[config.mk]
export PLATFORM = sky130hd
export DESIGN_NAME = alu_multiword_sequencer
export DESIGN_NICKNAME = d
export VERILOG_FILES = /design/src/rtl/alu_pkg.sv /design/src/rtl/adder_slice.sv /design/src/rtl/alu_multiword_sequencer.sv
export SDC_FILE = /design/constraint.sdc
export NUM_CORES = 1
export LEC_CHECK = 0
export CORE_ASPECT_RATIO = 0.9
export CORE_MARGIN = 1.5
export CORE_UTILIZATION = 46
export CTS_CLUSTER_SIZE = 14
export DETAILED_ROUTE_END_ITERATION = 12
export PLACE_DENSITY = 0.76
export SYNTH_ARGS = -nofsm -noshare
export SYNTH_HDL_FRONTEND = slang
export SYNTH_SLANG_ARGS = --single-unit
[constraint.sdc]
create_clock -name CLK -period 3.86 [get_ports CLK]
set_input_delay 1.158 -clock CLK [delete_from_list [all_inputs] [get_ports CLK]]
set_output_delay 1.158 -clock CLK [all_outputs]
set_load 0.005 [all_outputs]
[src/rtl/alu_pkg.sv]
// alu_pkg: shared op/state types and initial-carry helper for the multiword ALU sequencer.
package alu_pkg;

    typedef enum logic [1:0] {ADD = 2'b00, SUB = 2'b01, ADC = 2'b10, SBB = 2'b11} alu_arith_op_t;

    typedef enum logic [1:0] {IDLE, BUSY, DONE} seq_state_t;

    // Subtraction runs as A + ~B + 1, so SUB seeds 1 and SBB seeds the inverted borrow.
    function automatic logic init_carry(alu_arith_op_t op, logic cf_in);
        return op == ADD ? 1'b0 : op == SUB ? 1'b1 : op == ADC ? cf_in : ~cf_in;
    endfunction

endpackage

[src/rtl/adder_slice.sv]
// adder_slice: one combinational WORD_WIDTH-bit add slice with optional B inversion.
module adder_slice #(
    parameter int WORD_WIDTH = 8
) (
    input  logic [WORD_WIDTH-1:0] A,
    input  logic [WORD_WIDTH-1:0] B,
    input  logic                  INVERT_B,
    input  logic                  CIN,
    output logic [WORD_WIDTH-1:0] S,
    output logic                  COUT
);

    always_comb {COUT, S} = {1'b0, A} + {1'b0, INVERT_B ? ~B : B} + {{WORD_WIDTH{1'b0}}, CIN};

endmodule

[src/rtl/alu_multiword_sequencer.sv]
// alu_multiword_sequencer: runs a WORDS*WORD_WIDTH add/sub through one adder slice,
// least significant word first, with carry chained in a register.
import alu_pkg::*;

module alu_multiword_sequencer #(
    parameter int WORD_WIDTH = 8,
    parameter int WORDS      = 4
) (
    input  logic                        CLK,
    input  logic                        RST_N,
    input  logic                        START_VALID,
    output logic                        START_READY,
    input  logic [1:0]                  OP,
    input  logic                        CF_IN,
    input  logic [WORDS*WORD_WIDTH-1:0] A,
    input  logic [WORDS*WORD_WIDTH-1:0] B,
    output logic                        RESULT_VALID,
    input  logic                        RESULT_READY,
    output logic [WORDS*WORD_WIDTH-1:0] R,
    output logic                        CF_OUT,
    output logic                        ZF_OUT,
    output logic                        OF_OUT
);

    localparam int N  = WORDS * WORD_WIDTH;
    localparam int IW = $clog2(WORDS);
    localparam logic [IW-1:0] LAST = IW'(WORDS - 1);

    seq_state_t            state, state_next;
    alu_arith_op_t         op_q;
    logic [IW-1:0]         idx;
    logic                  carry;
    logic [N-1:0]          a_q, b_q, r_q, r_next;
    logic [WORD_WIDTH-1:0] a_sl, b_sl, bx, s;
    logic                  c, invert, cf, zf, of;

    assign START_READY  = state == IDLE;
    assign RESULT_VALID = state == DONE;
    assign R            = r_q;
    assign CF_OUT       = cf;
    assign ZF_OUT       = zf;
    assign OF_OUT       = of;

    always_ff @(posedge CLK or negedge RST_N)
        if (!RST_N) state <= IDLE;
        else        state <= state_next;

    always_comb begin
        state_next = IDLE;
        case (state)
            IDLE:    state_next = START_VALID ? BUSY : IDLE;
            BUSY:    state_next = idx == LAST ? DONE : BUSY;
            DONE:    state_next = RESULT_READY ? IDLE : DONE;
            default: state_next = IDLE;
        endcase
    end

    always_comb begin
        invert = op_q == SUB || op_q == SBB;
        a_sl   = a_q[idx*WORD_WIDTH +: WORD_WIDTH];
        b_sl   = b_q[idx*WORD_WIDTH +: WORD_WIDTH];
        bx     = invert ? ~b_sl : b_sl;
        r_next = r_q;
        r_next[idx*WORD_WIDTH +: WORD_WIDTH] = s;
    end

    adder_slice #(.WORD_WIDTH(WORD_WIDTH)) u_slice (
        .A        (a_sl),
        .B        (b_sl),
        .INVERT_B (invert),
        .CIN      (carry),
        .S        (s),
        .COUT     (c)
    );

    always_ff @(posedge CLK or negedge RST_N) begin
        if (!RST_N) begin
            op_q  <= ADD;
            a_q   <= '0;
            b_q   <= '0;
            r_q   <= '0;
            idx   <= '0;
            carry <= 1'b0;
            cf    <= 1'b0;
            zf    <= 1'b0;
            of    <= 1'b0;
        end else if (state == IDLE && START_VALID) begin
            op_q  <= alu_arith_op_t'(OP);
            a_q   <= A;
            b_q   <= B;
            carry <= init_carry(alu_arith_op_t'(OP), CF_IN);
            idx   <= '0;
        end else if (state == BUSY) begin
            r_q   <= r_next;
            carry <= c;
            idx   <= idx == LAST ? idx : idx + 1'b1;
            // Flags only settle once the top slice is in; ZF sees the freshly written slice too.
            if (idx == LAST) begin
                cf <= invert ? ~c : c;
                zf <= r_next == '0;
                of <= (a_sl[WORD_WIDTH-1] == bx[WORD_WIDTH-1]) && (s[WORD_WIDTH-1] != a_sl[WORD_WIDTH-1]);
            end
        end
    end

endmodule

==> results.ini <==
[status]
status = complete, no violations

[sta]
fmax_ghz = 0.2768
finalClockSkew_ns = 0.01229
setup-tns-final_ns = 0
rsz0062_at_grt = false
slew_viol_final = 0
fin_crit_ns = 3.612
min_period_over_period_pct = 93.58
setup_violations = 0
worst_pin_slew_ns = 0.7339
relSlewSlack_pct = 50.72
timing.final.hold_violations = 0

[floorplanning]
die_area_um2 = 11760
start_util_pct = 47.33
core_area_um2 = 10810
die-height_um = 103.1
rows = 36
dieWidth_um = 114.2
top_level_ports = 108

[worst_setup_path]
crit_path_top_delay_cell = mux4_2
start_kind = flip-flop
path_cells = buf_6 -> mux4_2 -> xor2_1 -> inv_1 -> fa_2 -> nor2b_1 -> o2111ai_1 -> a31oi_1 -> a31oi_1 -> o32a_1 -> o41ai_2
crit_path_frequent_cell = a31oi_1
cp.required_ns = 4.11
cp_max_fo = 16
crit_arrival_ns = 3.86
cpPeakStageDelay_ns = 0.53
reg2reg_slack_ns = 0.25
crit_type = flip-flop to flip-flop
endpoint_kind = flip-flop

[synth]
synthCells = 401
synth-compound-area-share_pct = 9.685
seq_area_frac_synth_pct = 51.36
yosys.area_share.adder_pct = 3.962
synth-simple-area-share_pct = 7.997
synthArstFlopShare_pct = 100.0
synthMostInstantiatedCell = dfrtp_1
yosysTopAreaCellShare_pct = 51.36
yosysTopAreaCell = dfrtp_1
ys.flop_type = dfrtp_1
synth_edf_count = 0
synth_area_um2 = 5116
yosys_warnings = 0
synth.distinct_cells = 44
synth_xor_area_share_pct = 2.568
muxShareOfSynthArea_pct = 22.01
synth_commonest_cells = dfrtp_1, mux2_2, nand2_1
synth_top_family_by_area = multiplexers
syn-num-nets = 487
syn-mean-instance-area_um2 = 12.76
ys_ff_latch = 105
netlist_top_cells_area = dfrtp_1, mux2_2, mux4_2

[min_path]
hold_path.class = flip-flop to flip-flop

[clock_network]
cts_tree = yes
cts.reportedPaths.clkPinSlew_ns = 0.08
cts_setup_buffers = 0
clockBufferDepth = 2
cts-buffers-inserted = 9
h-tree-depth = 3
cts_num_sinks = 105
root_buffer = clkbuf_16
hold_buffers = 0
clk-insertion-delay-late_ns = 0.35

[global_routing]
grt_overflow = 0
grt_pass1_wl_um = 19310
grt_max_degree = 69
antenna_found_initial = 0
grtUsageTotal_pct = 21.54
grt_pass1_vias = 3784

[final_layout]
syn_to_final_growth_pct = 30.62
drive_gt1_share_pct = 22.97
layout.nets = 599
insertedDiodeCount = 0

[drt]
drtPass1Iterations = 4
initialDrtViolationCount = 245
vias_per_cell = 5.647
drcViolationCount = 0
antenna_left = 0
wl_per_cell_um = 17.96
wl_um = 11690
dr_total_vias = 3676

[placement]
finalWeightedCongestion = 0.8763
port_buffers = 107
hpwl_um = 8908

[flow_run]
max_cap_viol_count = 0

-- through the flow --
| stage | hold slack (ns) | std cells | cell area (um2) | worst slack [ns] | utilization (%) |
|---|---|---|---|---|---|
| 2_1_floorplan | 0.4726 | 401 | 5127 | 0.01187 | - |
| 3_3_place_gp | 0.4808 | 635 | 6386 | 0.3354 | 59.07 |
| 3_5_place_dp | 0.4939 | 635 | 6386 | 0.1974 | 59.07 |
| 4_1_cts | 0.5110 | 651 | 6679 | 0.2159 | 61.78 |
| 5_1_grt | 0.5247 | 651 | 6683 | 0.02480 | 61.82 |
| 6_report | 0.5062 | 651 | 6683 | 0.2478 | 61.82 |
-- per-layer routing --
layer	global-route usage, %	up-vias	share of wire [%]
met3	5.291	28	7.4
met5	0	-	0
met4	8.654	0	2.4
met1	28.97	1794	44
li1	-	1709	-
met2	34.01	145	46
-- final cells by class --
type	count	area [um2]
clock buffers	9	225.2
flip-flops and latches	105	2628
inverters	13	62.56
well taps	133	166.4
clock inverters	7	67.56
fillers	906	4128
repair buffers	116	1165
multi-input cells	268	2369
-- timing repair --
action	4_1_cts	5_1_grt
resized for setup	0	1
endpoints found under the hold margin	0	0
setup endpoints to repair	0	1
-- cells by family after synthesis --
logic type      count (synthesis)
flops                         105
mux                            84
simple gates                   84
compound gates                 70
buf+inv                        28
xor+xnor                       15
fa+ha+maj                      15
-- cells in the final DEF (no fill, tap or decap), types with 2 or more instances in the layout --
master,instances
o21a_1,4
o21ai_0,21
ha_1,13
nor3_1,6
nand2b_1,4
a2111oi_2,2
a31oi_1,4
and3_1,2
buf_12,2
clkbuf_16,9
inv_6,3
buf_4,7
mux2_2,68
dfrtp_1,105
inv_1,12
nor2_1,16
xor2_1,9
nand2_1,33
o31ai_1,3
nor4_1,6
xnor2_1,6
inv_8,3
a21oi_1,8
a22o_1,16
o221ai_1,2
nand3_1,4
clkdlybuf4s50_1,106
o22ai_1,3
mux4_2,16
nor2b_1,4
-- path summary, 6_finish.rpt --
| path | from | end | depth (start not counted) |
|---|---|---|---|
| max in group asynchronous | RST_N | op_q[0] | 2 |
| hold reg to reg | b_q[15] | b_q[15] | 1 |
| min in group asynchronous | RST_N | R[1] | 1 |
| setup / recovery | idx[0] | ZF_OUT | 11 |
| setup reg to reg | idx[0] | ZF_OUT | 11 |
| hold / removal | b_q[15] | b_q[15] | 1 |
-- critical path, delay by kind of cell (launching register included) --
family	cells	cell delay [ns]
AO/OA/AOI/OAI	5	1.39
XOR/XNOR	1	0.26
flip-flops	1	0.38
adder cells (fa/ha/maj)	1	0.38
buffers and inverters	2	0.32
AND/OR/NAND/NOR	1	0.26
multiplexers	1	0.53
-- sequential cells by signal (all words and copies together) (netlist names) --
signal	flops
R	32
a_q	32
b_q	32
idx	2
state	2
CF_OUT	1
OF_OUT	1
ZF_OUT	1
carry	1
op_q	1
Power is left out: the tool's default activity adds up to more than one toggle a clock period on the data nets, which glitch-free logic cannot reach.
